File: config.mk
export PLATFORM = sky130hd
export DESIGN_NAME = mem_store_buffer
export DESIGN_NICKNAME = d
export VERILOG_FILES = /design/src/rtl/mem_store_buffer.sv
export SDC_FILE = /design/constraint.sdc
export NUM_CORES = 1
export LEC_CHECK = 0
export CAP_MARGIN = 15
export CORE_MARGIN = 2
export CORE_UTILIZATION = 40
export CTS_BUF_LIST = sky130_fd_sc_hd__clkbuf_8
export CTS_CLUSTER_DIAMETER = 50
export DETAILED_ROUTE_END_ITERATION = 10
export HOLD_SLACK_MARGIN = 0.08
export PLACE_DENSITY = 0.64
export SLEW_MARGIN = 10
export SYNTH_ARGS = -nofsm -noshare
export SYNTH_HDL_FRONTEND = slang
export SYNTH_SLANG_ARGS = --single-unit
File: constraint.sdc
create_clock -name sysclk -period 5.83 [get_ports sysclk]
set_input_delay 1.166 -clock sysclk [delete_from_list [all_inputs] [get_ports sysclk]]
set_output_delay 1.166 -clock sysclk [all_outputs]
set_load 0.02 [all_outputs]
File: src/rtl/mem_store_buffer.sv
// mem_store_buffer
//   Posted-store FIFO between the CPU coupler and the memory coupler. The CPU side
//   pushes stores; the memory side drains them from the head. Loads are checked
//   against every pending store and, when the youngest matching store is a full
//   word, its data is forwarded so the load need not wait for the drain.
//
// Ports
//   sysclk, nRESET                  clock (rising edge) / synchronous active-low reset
//   st_valid/st_addr/st_data/st_byte  store request from the CPU side
//   st_ready                        store accepted this cycle when st_valid is high
//   ld_check/ld_addr                load address presented for the hazard check
//   ld_hit                          some pending store covers the load word
//   ld_fwd_valid/ld_fwd_data        forwarded data from the youngest matching word store
//   mem_valid/mem_addr/mem_data/mem_byte  head entry offered to the memory side
//   mem_ack                         memory side consumed the head this cycle
//   count, empty, full              occupancy
module mem_store_buffer #(
  parameter int unsigned AW    = 32,
  parameter int unsigned DW    = 32,
  parameter int unsigned DEPTH = 4,
  parameter int unsigned FWD   = 1
) (
  input  logic                       sysclk,
  input  logic                       nRESET,
  input  logic                       st_valid,
  input  logic [AW-1:0]              st_addr,
  input  logic [DW-1:0]              st_data,
  input  logic                       st_byte,
  output logic                       st_ready,
  input  logic                       ld_check,
  input  logic [AW-1:0]              ld_addr,
  output logic                       ld_hit,
  output logic                       ld_fwd_valid,
  output logic [DW-1:0]              ld_fwd_data,
  output logic                       mem_valid,
  output logic [AW-1:0]              mem_addr,
  output logic [DW-1:0]              mem_data,
  output logic                       mem_byte,
  input  logic                       mem_ack,
  output logic [$clog2(DEPTH+1)-1:0] count,
  output logic                       empty,
  output logic                       full
);

  localparam int unsigned PW = $clog2(DEPTH);
  localparam int unsigned CW = $clog2(DEPTH+1);

  logic [AW-1:0]    addr_q [DEPTH];
  logic [DW-1:0]    data_q [DEPTH];
  logic [DEPTH-1:0] byte_q;
  logic [DEPTH-1:0] valid_q;
  logic [PW-1:0]    wr_ptr_q, rd_ptr_q;
  logic [CW-1:0]    count_q, count_d;

  logic push, pop;
  logic match_any;
  logic [PW-1:0] match_sel;
  logic [PW-1:0] scan_idx;

  // Byte offset of the load never takes part in the word match.
  logic unused_ld_lsb;
  assign unused_ld_lsb = ^ld_addr[1:0];

  assign empty = (count_q == '0);
  assign full  = (count_q == CW'(DEPTH));
  assign count = count_q;

  // Outputs are forced idle while reset is asserted, whatever the stale state holds.
  assign st_ready  = nRESET & ~full;
  assign mem_valid = nRESET & ~empty;

  assign push = st_valid & st_ready;
  assign pop  = mem_valid & mem_ack;

  assign mem_addr = addr_q[rd_ptr_q];
  assign mem_data = data_q[rd_ptr_q];
  assign mem_byte = byte_q[rd_ptr_q];

  // Walk entries oldest to youngest starting at the head; the last match seen is
  // the youngest one, which is the store a load must observe.
  always_comb begin
    match_any = 1'b0;
    match_sel = '0;
    scan_idx  = '0;
    for (int unsigned i = 0; i < DEPTH; i++) begin
      scan_idx = rd_ptr_q + PW'(i);
      if (valid_q[scan_idx] && (addr_q[scan_idx][AW-1:2] == ld_addr[AW-1:2])) begin
        match_any = 1'b1;
        match_sel = scan_idx;
      end
    end
  end

  assign ld_hit       = nRESET & ld_check & match_any;
  assign ld_fwd_valid = (FWD != 0) & ld_hit & ~byte_q[match_sel];
  assign ld_fwd_data  = ld_fwd_valid ? data_q[match_sel] : '0;

  always_comb begin
    count_d = count_q;
    case ({push, pop})
      2'b10:   count_d = count_q + CW'(1);
      2'b01:   count_d = count_q - CW'(1);
      default: count_d = count_q;
    endcase
  end

  always_ff @(posedge sysclk) begin
    if (!nRESET) begin
      wr_ptr_q <= '0;
      rd_ptr_q <= '0;
      count_q  <= '0;
      valid_q  <= '0;
    end else begin
      count_q <= count_d;
      // Push and pop never target the same slot: that needs count 0 (no pop) or
      // count DEPTH (no push).
      if (pop) begin
        valid_q[rd_ptr_q] <= 1'b0;
        rd_ptr_q          <= rd_ptr_q + PW'(1);
      end
      if (push) begin
        valid_q[wr_ptr_q] <= 1'b1;
        wr_ptr_q          <= wr_ptr_q + PW'(1);
      end
    end
  end

  // Payload needs no reset; valid_q qualifies every use.
  always_ff @(posedge sysclk) begin
    if (push) begin
      addr_q[wr_ptr_q] <= st_addr;
      data_q[wr_ptr_q] <= st_data;
      byte_q[wr_ptr_q] <= st_byte;
    end
  end

endmodule

==> flow_summary_export.csv, run 1 <==
group,metric,value,unit
yosys,synth_ff_type,"edfxtp_1",
status,violations,"setup timing",
routing,dr.pass1.iters,5,
grt,grt-ovfl-total,0,
setup_path,reg2reg_from,"count[0]$_SDFFE_PN0P_",
cts,cts-buffers-inserted,49,
die,initial_core_util,0.4061,
sta,max_freq,0.1682,GHz
cells_and_area,multi_input_area,8288,sq um
sta,rsz0062_at_grt,"true",
yosys,ys_seq_area_frac,0.4866,
yosys,synth_seq_cells,273,
cts,clock_path_buffers,3,
routing,vias,12897,
routing,drt-initial-drc-count,873,
routing,drc_errors,0,
yosys,synth_edf_count,260,
grt,first_global_vias,12957,
die,die_x,207.6,um
routing,drt_wl_total,56390,um
sta,worst_pin_slew,1.033,ns
setup_path,worstPathArrival,4.78,ns
placed_design,place.gp.congestion,0.9405,
cells_and_area,final_net_count,1771,
grt,groute.usage.overall,0.2516,
yosys,ys_types,82,
setup_path,critical_path_class,"flop to output pin",
grt,grt_max_degree,65,
cts,cts_sinks,273,
power_and_ir_drop,p_leak,0.007695,uW
die,io_pins,208,
setup_path,end_kind,"output pin",
cells_and_area,final_cell_mix,"edfxtp_1 (260), buf_4 (215), clkdlybuf4s50_1 (171)",
grt,antenna_found_initial,3,
setup_path,slowest_delay,0.48,ns
routing,routed_via_density,5.783,
cts,cts_tree,"done",
cells_and_area,num_antenna_cells,0,
setup_path,reg2reg_depth,5,
yosys,syn_area,16580,sq um
routing,ant_nets,0,
placed_design,dpl_cell_area,20630,sq um
setup_path,r2r_end,"addr_q[2][29]$_DFFE_PP_",
setup_path,cp-start-kind,"flop",
cts,cts_root_buf,"clkbuf_8",
cells_and_area,final_common_cell,"edfxtp_1",
die,die_y,207.6,um
power_and_ir_drop,finalPower,5135,uW
setup_path,cpMaxStageDelayCell,"mux2i_1",
routing,avgRoutedWirePerCell,25.29,um
power_and_ir_drop,ir_drop,0.2406,mV
cts,hold_buffers,0,
status,status,"complete, but fails checks",
yosys,syn_nets,1372,
cells_and_area,layout-drive-gt1-share,0.3210,
yosys,synthArstFlopShare,0,
yosys,synth_cells,1260,
cts,clk_latency,0.64,ns
min_path,min_from,"wr_ptr_q[1]$_SDFFE_PN0P_",
sta,finClkSkew,0.02359,ns
setup_path,crit_chain,"buf_4 -> buf_12 -> buf_4 -> mux2i_1 -> mux2_2 -> xnor2_1 -> nor4_4 -> buf_4 -> nand3b_1 -> o211ai_1 -> nand2_1 -> a2111oi_4 -> nand4bb_4 -> buf_6 -> buf_16 -> a22oi_2 -> buf_6",
cells_and_area,area_delta_synth_final,35.94,%
die,core-area,40830,sq um
grt,grt_pass1_wl,81050,um
cts,cts_max_level,2,
min_path,hp-class,"flop to flop",
sta,period_needed,5.944,ns
cts,path_clk_slew,0.05,ns
cells_and_area,fill_cells,3456,
setup_path,crit_path_max_fanout,11,
min_path,hold_depth,2,
placed_design,hpwl,39370,um
cells_and_area,final_area,22540,sq um
run,maxCapViolCount,0,
min_path,hold_end,"wr_ptr_q[1]$_SDFFE_PN0P_",
setup_path,crit_required,4.66,ns
yosys,ys_warn_count,0,
placed_design,port_buffers,205,
die,dieArea,43100,sq um
sta,fin_crit_sh,1.020,
sta,fin_ws,-0.1142,ns
setup_path,r2r_slack,3.21,ns
sta,relSlewSlack,0.3116,
yosys,synth.avg_cell_area,13.16,sq um
sta,maxSlewViolCount,0,
cells_and_area,ff_latch_area,8079,sq um
power_and_ir_drop,cellPowerDensity,227.8,nW/um^2
setup_path,crit_top_cell,"buf_4",
die,row_count,74,
sta,finalSetupViolCount,31,
sta,final_hold_viol_count,0,
## per-stage QoR
step	std cells	util	hold slack, ns	worst slack (ns)	setup TNS [ns]
after global routing	2230	0.5520	0.5607	-0.3182	-8.329
after floorplan	1260	-	0.4690	0.01723	0
after CTS	2207	0.5382	0.5145	-0.2769	-6.195
final	2230	0.5520	0.5052	-0.1142	-1.459
after global placement	2094	0.5053	0.4925	-0.6339	-16.56
after detailed placement	2094	0.5053	0.5048	-0.6791	-17.77
## critical path: cells and delay by family, from the launching register on
family / cells / cell delay [ns]
AOI/OAI and AO/OA: 3 / 0.92
muxes: 2 / 0.75
buffers and inverters: 7 / 1.18
and+or+nand+nor: 4 / 0.80
xor gates and xnor gates: 1 / 0.10
DFF: 1 / 0.39
## cells by family after synthesis
kind of cell    after synthesis  synth area share
compound gates              282            0.1213
flops                       273            0.4866
simple gates                234           0.08497
mux                         218            0.2000
buf+inv                     135           0.04113
xor+xnor                    108           0.05795
fa+ha+maj                    10          0.007999
## Yosys cell counts (6+ instances only)
master,instances,area share
a211oi_1,6,0.0027
a21boi_0,69,0.031
a21oi_1,15,0.0045
a22oi_1,33,0.015
a22oi_2,6,0.0045
a2bb2oi_1,6,0.0032
and2_1,9,0.0034
and3_1,76,0.029
buf_1,12,0.0027
buf_2,24,0.0072
buf_6,12,0.0081
clkbuf_1,59,0.013
dfxtp_1,13,0.016
edfxtp_1,260,0.47
ha_1,9,0.0068
inv_1,22,0.0050
mux2_2,11,0.0075
mux2i_1,115,0.069
mux4_2,86,0.12
nand2_1,37,0.0084
nand3_1,14,0.0042
nand4_1,22,0.0083
nor2_1,16,0.0036
nor2b_1,6,0.0023
nor3_1,11,0.0033
nor4_1,9,0.0034
o21ai_0,39,0.012
o21ai_1,39,0.012
o221ai_1,6,0.0032
o22ai_1,12,0.0045
o2bb2ai_1,8,0.0042
xnor2_1,92,0.049
xor2_1,14,0.0074
## worst max-delay path by stage
stage                     depth (start not counted)                      from  slack (ns)              end
final                                            17  rd_ptr_q[0]$_SDFFE_PN0P_       -0.11  ld_fwd_data[22]
after global routing                             18  rd_ptr_q[0]$_SDFFE_PN0P_       -0.32  ld_fwd_data[22]
after CTS                                        19  rd_ptr_q[0]$_SDFFE_PN0P_       -0.28  ld_fwd_data[30]
after detailed placement                         13               ld_addr[31]       -0.68   ld_fwd_data[0]
after global placement                           15               ld_addr[25]       -0.63   ld_fwd_data[0]
after floorplan                                  21  rd_ptr_q[0]$_SDFFE_PN0P_        0.02  ld_fwd_data[10]
## area by class of cell
class                           instances  share of cell area
Sequential cell                       273              0.3584
Multi-Input combinational cell        852              0.3677
Clock buffer                           52             0.03175
Inverter                               22            0.003941
Tap cell                              532             0.02953
Clock inverter                         38            0.009326
Timing Repair Buffer                  461              0.1993
## sequential cells by signal, summed over array words and instances (netlist names), named ones only
name and flops:
count 3, valid_q 4, rd_ptr_q 2, addr_q 128
wr_ptr_q 2, byte_q 4, data_q 128
## where the power goes
part / leakage, uW / switching, uW / internal [uW]
clock network: 0.000518 / 822 / 879
registers: 0.00247 / 36.9 / 2210
logic: 0.00471 / 595 / 591
## timing repair
action	in CTS	in global routing
setup buffers	19	19
gates resized for setup	208	54
pin swaps	13	23
setup endpoints to repair	33	34
cloned	4	5
## routing by layer
layer | GRT usage | wire, um
met1 | 0.3088 | 22390
met2 | 0.4287 | 27780
met3 | 0.06732 | 4362
met4 | 0.08621 | 1806
met5 | 0 | 49
Power figures use the tool's default switching activity.
==> run 2, diff against run 1 <==
--- a/config.mk
+++ b/config.mk
@@ -6,6 +6,7 @@
 export NUM_CORES = 1
 export LEC_CHECK = 0
 export CAP_MARGIN = 15
+export CORE_ASPECT_RATIO = 1.5
 export CORE_MARGIN = 2
 export CORE_UTILIZATION = 40
 export CTS_BUF_LIST = sky130_fd_sc_hd__clkbuf_8
==> run 2 against run 1 <==
Die area about the same. Final cell count decreased by 0.54%. Power increased by 1.8%. Register-to-register slack improved by 0.19 ns. The flow still finishes with violations (setup timing). Via count increased by 0.48%. Non-clock buffer count increased by 22. Wire length increased by 5.2%. Largest power group unchanged. Hold slack improved by 0.012 ns.
==> flow_summary_export.csv, run 2 (same netlist as run 1, synthesis figures left out) <==
group,metric,value,unit
setup_path,cp-start-kind,"primary input",
sta,finClkSkew,0.03046,ns
placed_design,port_buffers,205,
die,dieArea,43130,sq um
die,initial_core_util,0.4045,
sta,hold_ws,0.5175,ns
cts,cts_root_buf,"clkbuf_8",
sta,period_needed,5.897,ns
placed_design,place.gp.congestion,0.9877,
setup_path,crit_required,4.66,ns
cts,clock_path_buffers,3,
die,io_pins,208,
cts,cts_sinks,273,
die,core-area,40990,sq um
setup_path,reg2reg_depth,5,
cells_and_area,fill_cells,3471,
grt,groute.usage.overall,0.2726,
power_and_ir_drop,ir_drop,0.1696,mV
cells_and_area,stdcell_count,2218,
die,die_y,253.4,um
min_path,hold_depth,2,
power_and_ir_drop,cellPowerDensity,230.7,nW/um^2
setup_path,end_kind,"output pin",
routing,avgRoutedWirePerCell,26.74,um
grt,antenna_found_initial,2,
cts,cts-buffers-inserted,43,
power_and_ir_drop,p_sw_frac,0.2765,
power_and_ir_drop,p_leak,0.007795,uW
sta,max_freq,0.1696,GHz
setup_path,crit_path_max_fanout,74,
min_path,min_from,"wr_ptr_q[1]$_SDFFE_PN0P_",
power_and_ir_drop,comb_power_share,0.233,
routing,drt_wl_total,59300,um
cells_and_area,final_common_cell,"edfxtp_1",
sta,maxSlewViolCount,0,
routing,vias,12959,
setup_path,path_buf_inv,6,
setup_path,r2r_slack,3.40,ns
setup_path,setup.worst_path.start,"ld_addr[26]",
die,row_count,91,
routing,dr.pass1.iters,5,
sta,finalSetupViolCount,13,
cells_and_area,final_net_count,1787,
setup_path,crit_top_cell,"buf_4",
cts,clk_latency,0.60,ns
power_and_ir_drop,power.net_switching,1446,uW
sta,relSlewSlack,0.5176,
min_path,hold_end,"wr_ptr_q[1]$_SDFFE_PN0P_",
cts,hold_buffers,0,
cells_and_area,ff_latch_area,8080,sq um
grt,grt_max_degree,75,
placed_design,pre_cts_ws,-0.6939,ns
routing,routed_via_density,5.843,
cells_and_area,area_delta_synth_final,36.70,%
power_and_ir_drop,p_int,3783,uW
cells_and_area,final_cell_mix,"edfxtp_1 (260), buf_4 (249), clkdlybuf4s50_1 (164)",
setup_path,slowest_delay,0.54,ns
power_and_ir_drop,finalPower,5229,uW
routing,drc_errors,0,
cells_and_area,layout-drive-gt1-share,0.3388,
power_and_ir_drop,p_seq_frac,0.430,
sta,rsz0062_at_grt,"true",
die,die_x,170.2,um
placed_design,hpwl,42980,um
routing,ant_nets,0,
sta,finalSetupTns,-0.3150,ns
cells_and_area,multi_input_area,8319,sq um
grt,grt_pass1_wl,85270,um
placed_design,placed_cells,2097,
sta,worst_pin_slew,0.7034,ns
run,maxCapViolCount,0,
setup_path,critPathTopFamily,"compound AO/OA/AOI/OAI gates",
sta,fin_ws,-0.06702,ns
cts,cts_tree,"done",
setup_path,cpMaxStageDelayCell,"clkdlybuf4s50_1",
sta,final_hold_viol_count,0,
cells_and_area,reg_top3,"addr_q (128), data_q (128)",
setup_path,critical_path_class,"primary input to output pin",
cts,cts_max_level,2,
min_path,hp-class,"flop to flop",
status,violations,"setup timing",
setup_path,reg2reg_from,"count[1]$_SDFFE_PN0P_",
setup_path,worstPathArrival,4.73,ns
status,status,"complete, but fails checks",
routing,drt-initial-drc-count,779,
setup_path,r2r_end,"addr_q[3][29]$_DFFE_PP_",
setup_path,crit_chain,"clkdlybuf4s50_1 -> buf_4 -> buf_4 -> a2bb2oi_1 -> nand4_1 -> a211o_1 -> nor4_2 -> o311ai_1 -> a211o_2 -> buf_12 -> buf_4 -> a21boi_0 -> o21ai_0 -> a22oi_2 -> buf_6",
power_and_ir_drop,clkPwrFrac,0.336,
cts,path_clk_slew,0.06,ns
sta,fin_crit_sh,1.011,
grt,grt-ovfl-total,0,
grt,first_global_vias,13480,
-- run 2: changes by cell type in the layout (fill, tap and decap cells not counted), sizes merged, moves of 4 or more --
cell / change
clkbuf: -8
clkdlybuf4s50: -7
inv: -10
buf: +24
bufinv: +4
dlymetal6s2s: +6
-- run 2: final cells by class --
cell class	count	area share
sequential	273	0.3565
antenna	1	0.0001104
inverter	22	0.003754
timing repair buffer	483	0.2041
tap	511	0.02821
multi-input combinational	852	0.3670
clock inverter	30	0.01237
clock buffer	46	0.02793
-- run 2: through the flow --
step	utilization	cell area, sq um
6_report	0.5530	22670
4_1_cts	0.5399	22130
5_1_grt	0.5530	22670
2_1_floorplan	-	16710
3_5_place_dp	0.5060	20740
3_3_place_gp	0.5060	20740
-- run 2: power by group through the flow --
stage               Combinational [uW]  Sequential (uW)  Clock [uW]
finish                            1220             2250        1760
global route                      1280             2250        1880
detailed placement                1130             2290           0
global placement                  1130             2290           0
CTS                               1180             2250        1800
floorplan                          589             2280           0
-- run 2: repair_timing --
item / CTS / global route
gates resized for setup: 212 / 72
buffers inserted: 13 / 21
pin swaps: 23 / 29
hold endpoints to repair: 0 / 0
cloned: 8 / 2
endpoints found under the setup margin: 33 / 33
-- run 2: metal layers --
layer / global-route usage / vias up / share of wire
met2: 0.5130 / 416 / 0.54
li1: - / 5839 / -
met4: 0.1612 / 2 / 0.067
met3: 0.03439 / 164 / 0.043
met1: 0.2873 / 6538 / 0.35
met5: 0 / - / 0.00020
-- run 2: worst register-to-register path: stages (launching register included) --
cell and delay (ns):
dfxtp_1 0.38, inv_1 0.09, and3_1 0.20, nor2b_1 0.32, and3_4 0.60, buf_4 0.47
-- run 2: how the worst max path moves through the flow --
stage                            endpoint  slack (ns)  cells past startpoint
after floorplan           ld_fwd_data[10]        0.02                     21
after global placement     ld_fwd_data[6]       -0.71                     15
after detailed placement   ld_fwd_data[5]       -0.69                     16
after CTS                  ld_fwd_data[5]       -0.15                     18
after global routing      ld_fwd_data[28]       -0.21                     18
final                      ld_fwd_data[6]       -0.07                     15
==> edit 1, RTL diff (config.mk and constraints of run 1) <==
`AW`: 32 -> 64.
--- a/src/rtl/mem_store_buffer.sv
+++ b/src/rtl/mem_store_buffer.sv
@@ -15,7 +15,7 @@
 //   mem_ack                         memory side consumed the head this cycle
 //   count, empty, full              occupancy
 module mem_store_buffer #(
-  parameter int unsigned AW    = 32,
+  parameter int unsigned AW    = 64,
   parameter int unsigned DW    = 32,
   parameter int unsigned DEPTH = 4,
   parameter int unsigned FWD   = 1
Ports: changed (resized ld_addr, mem_addr and st_addr); port bits go from 208 to 304. No check against the original RTL was run, so the function may have changed too.
==> edit 1 against run 1 <==
The flow still finishes with violations (negative setup slack); sequential cell count grew 128; routed wire length grew 140%; critical path depth shrank 1; area after synthesis grew 68%; cell area grew 80%; final cell count grew 90%; worst setup slack lost 0.70 ns; power grew 71%; maximum frequency shrank 10%; sequential power grew 47%; critical endpoint is now ld_fwd_data[12]; largest cell class unchanged.
==> edit 1: results (changes against run 1) <==
met3 WL=12,220 um (+180%); first-pass GRT wire length=188,100 um (+130%); register area share after synthesis=0.4267 (-0.05985); dpl cell area=0.03687 mm^2 (+79%); dpl hpwl=101,000 um (+160%); Leak Pwr=14.54 nW (+89%); DR WL met2=60,580 um (+120%); Metal-1 WL=55,740 um (+150%); count of cell types in the netlist=94 (+15%); Pwr per Cell Area=216.0 mW/mm^2 (-5.2%); CP peak stage delay=0.68 ns (+0.20 ns); First-pass DRT Iterations=6 (+1); CP Max Fanout=6 (-5); DRT Wirelength=133,900 um (+140%); violated checks=negative setup slack; root buffer cell=clkbuf_8; net switching power=2.786 mW (+92%); P_comb=2.85 mW (+140%); Avg Cell Area, Syn=12.29 um^2 (-6.6%); biggest regs=addr_q: 256 flops, data_q: 128 flops; DRT iter0 DRCs=3,021 (+250%); setup ws final=-0.8111 ns (-0.6969 ns); largest net degree at the start of global routing=101 (+55%); # Post-CTS Setup Buffers=59 (+40); Hold WS=0.5146 ns (+0.009378 ns); nets=3,417 (+93%); clock power share=0.298 (-0.033); top post-synthesis cells by area=edfxtp_1 42%, mux4_2 14%, mux2i_1 9.1%; met1 global-route usage=0.5163 (+0.2075); routability cong.=1.049 (+12%); total placed cells including tap cells=4,009 (+91%); commonest cells in the netlist=388 x edfxtp_1, 306 x nand2_1, 254 x mux2i_1, 169 x mux4_2, 150 x xnor2_1; Worst IR Drop VDD=193.9 uV (-19%); Setup Skew=0.02827 ns (+0.004680 ns); reg2reg end=addr_q[1][20]$_DFFE_PP_; status=finished with violations; Post-synth EDFFs=388 (+49%); via count=25.76k (+100%); H-Tree Level Count=3 (+1); Post-Syn Nets=2,447 (+78%); post-route insts no fill=4,234 (+90%); GRT Util Overall=0.3713 (+0.1197); total CTS buffers=76 (+55%); Slowest-stage cell, CP=or4b_4; Setup crit end=ld_fwd_data[12]; R2R Setup Slk=3.09 ns (-0.12 ns); layout cells sized above 1=0.4039 (+0.08292); GRT met3 Usage=0.06662 (-0.0007044); final-report setup violation count=33 (+6.5%); Final TNS setup=-25.47 ns (-24.01 ns); Worst-Skew Late Latency=0.69 ns (+0.05 ns); max reg flops=256; IO buf count=301 (+47%); pre-CTS WS=-1.541 ns (-0.8620 ns); initial antenna violation count=9 (+6); critical path arrival=5.48 ns (+0.70 ns); met2 usage=0.5845 (+0.1557); Rel. slew slack=0.2970 (-0.01468)
-- edit 1: cell count changes after synthesis, sizes merged, moves of 46 or more --
cell	run 1	this run
a21boi	69	6
and3	76	13
buf	54	102
edfxtp	260	388
mux2	12	58
mux2i	118	257
mux4	88	171
nand2	37	306
nor3b	2	67
o21ai	78	27
o221ai	6	66
xnor2	94	150
-- edit 1: logic make-up after synthesis --
logic type | synth area share
AOI/OAI and AO/OA | 0.09870
xor gates and xnor gates | 0.05428
adders and majority gates | 0.004751
buffers and inverters | 0.04702
DFF | 0.4267
muxes | 0.2545
and+or+nand+nor | 0.1141
-- edit 1: layout make-up --
type                       instances  area (um^2)
tap                              931         1165
sequential                       401        11920
fill                            5653        28210
multi-input combinational       1626        15530
clock inverter                    55        311.5
clock buffer                      80         1101
inverter                          42        172.7
antenna                            5        12.51
timing repair buffer            1094        10400
==> edit 2, RTL diff (config.mk and constraints of run 1) <==
Without the edit above. Put one more register stage on the output `count`. The value now appears one clock later. The other outputs are not delayed to match.
--- a/src/rtl/mem_store_buffer.sv
+++ b/src/rtl/mem_store_buffer.sv
@@ -63,7 +63,9 @@
 
   assign empty = (count_q == '0);
   assign full  = (count_q == CW'(DEPTH));
-  assign count = count_q;
+  always_ff @(posedge sysclk) begin
+    count <= count_q;
+  end
 
   // Outputs are forced idle while reset is asserted, whatever the stale state holds.
   assign st_ready  = nRESET & ~full;
Check against the original RTL: not equivalent (Yosys sat finds a counterexample within 4 cycles, from zero or initial values and one cycle with nRESET low).
==> edit 2 against run 1 <==
The flow still finishes with violations (negative setup slack); sequential cell count increased by 3; synthesized cell count rose by 34%; routed wire length rose by 11%; worst hold slack got worse by 0.10 ns; final cell count rose by 19%; via count increased by 24%; power decreased by 0.18%; count of clock-buffer cells in the layout unchanged; area after synthesis grew 12%; worst setup slack worse by 0.23 ns; clock skew is 0.0057 ns higher; cell area grew 6.2%; critical path type unchanged.
==> edit 2: results (changes against run 1) <==
fraction of registers with async set/reset=0 (unchanged); Worst-Skew Late Latency=0.63 ns; reg2reg end=addr_q[3][2]$_DFFE_PP_; First-pass DRT Iterations=8 (+3); dpl hpwl=42,310 um (+7.5%); routability cong.=0.9614 (+2.2%); CTS resizes=206 (-0.96%); Setup Skew=0.02933 ns (+0.005732 ns); setup ws final=-0.3452 ns (-0.2310 ns); crit-path leading delay family=simple AND/OR/NAND/NOR gates; CP Max Fanout=20 (+9); met3 WL=4838 um (+11%); register area share after synthesis=0.4378 (-0.04877); layout cells sized above 1=0.2530 (-0.06792); Post-Syn Nets=1,805 (+32%); first-pass GRT wire length=94,590 um (+17%); GRT Util Overall=0.2583 (+0.006747); DRT iter0 DRCs=1,591 (+82%); commonest cells in the netlist=260 x edfxtp_1, 214 x nor2_1, 142 x o21ai_0, 113 x clkbuf_1, 102 x nand3_1; Worst Reg-to-Reg Cells=5 (unchanged); post-synthesis adder-cell area fraction=0.007144 (-0.0008550); initial antenna violation count=5 (+2); worst hold path depth=0 (-2); nets=2,134 (+20%); met1 global-route usage=0.3396 (+0.03083); Final TNS setup=-8.329 ns (-6.870 ns); count of cell types in the netlist=73 (-11%); via count=16.02k (+24%); GRT met3 Usage=0.04283 (-0.02449); FF-to-FF Start=count_q[1]$_SDFFE_PN0P_; pre-CTS WS=-1.090 ns (-0.4105 ns); Worst Hold Path EP=count[2]$_DFF_P_; largest net degree at the start of global routing=109 (+68%); status=finished with violations; Synth Area in XOR/XNOR=0.05237 (-0.005588); Leak Pwr=8.239 nW (+7.1%); R2R Setup Slk=3.26 ns (+0.05 ns); DR WL met2=29,890 um (+7.6%); # fillers=3,941 (+14%); dpl cell area=0.02258 mm^2 (+9.4%); critical path arrival=5.01 ns (+0.23 ns); DRT Wirelength=62,320 um (+11%); Slowest-stage cell, CP=mux4_2; Metal-1 WL=25,580 um (+14%); Synth Warn #=0 (unchanged); total CTS buffers=50 (+2.0%); met2 usage=0.4275 (-0.001186); Hold Startpoint=count_q[2]$_SDFFE_PN0P_; violated checks=negative setup slack; top post-synthesis cells by area=edfxtp_1 42%, mux4_2 11%, mux2i_1 5.0%; final-report setup violation count=33 (+6.5%); # Post-CTS Setup Buffers=16 (-3); complex-gate fraction of the synthesized area=0.1704 (+0.04910); Worst IR Drop VDD=161.2 uV (-33%); multiplexer share of the synthesized area=0.1673 (-0.03277); Least-Margin Pin Slew=1.075 ns (+0.04237 ns); CP peak stage delay=0.60 ns (+0.12 ns)
-- edit 2: cell types whose count changed in the layout (fill, tap and decap cells not counted), sizes merged, moves of 32 or more --
cell,delta
nor2,+196
nand3,+88
o21a,+32
o2111ai,+32
o211ai,+63
o31a,+33
and3,-39
o21ai,+66
a21boi,-65
-- edit 2: worst max-delay path by stage --
| stage | start | slack (ns) | to | cells past startpoint |
|---|---|---|---|---|
| floorplan | rd_ptr_q[0]$_SDFFE_PN0P_ | -0.44 | ld_fwd_data[10] | 24 |
| global placement | ld_addr[7] | -1.10 | ld_fwd_data[1] | 12 |
| detailed placement | ld_addr[7] | -1.09 | ld_fwd_data[1] | 12 |
| CTS | flip-flop | -0.41 | ld_fwd_data[2] | 14 |
| global route | rd_ptr_q[0]$_SDFFE_PN0P_ | -0.48 | ld_fwd_data[2] | 17 |
| finish | flip-flop | -0.35 | ld_fwd_data[2] | 13 |
-- edit 2: final cells by class --
class                   count  area (um^2)  share of cell area
flip-flops and latches    276         8140              0.3401
multi-input cells        1200         9753              0.4075
clock buffers              52        715.7             0.02990
repair buffers            445         4220              0.1763
inverters                  49        186.4            0.007790
clock inverters            33        161.4            0.006744
well taps                 600        750.7             0.03137
diodes                      2        5.005           0.0002091
-- edit 2: through the flow --
stage / hold slack [ns] / instances
2_1_floorplan: 0.3639 / 1693
3_3_place_gp: 0.3845 / 2549
3_5_place_dp: 0.3885 / 2549
4_1_cts: 0.3987 / 2651
5_1_grt: 0.4201 / 2657
6_report: 0.4017 / 2657
-- edit 2: report_power, final --
part           internal, mW  switching (mW)  total, mW
logic                 0.570           0.616       1.19
registers              2.24          0.0475       2.28
clock network         0.829           0.828       1.66
total                  3.63            1.49       5.13
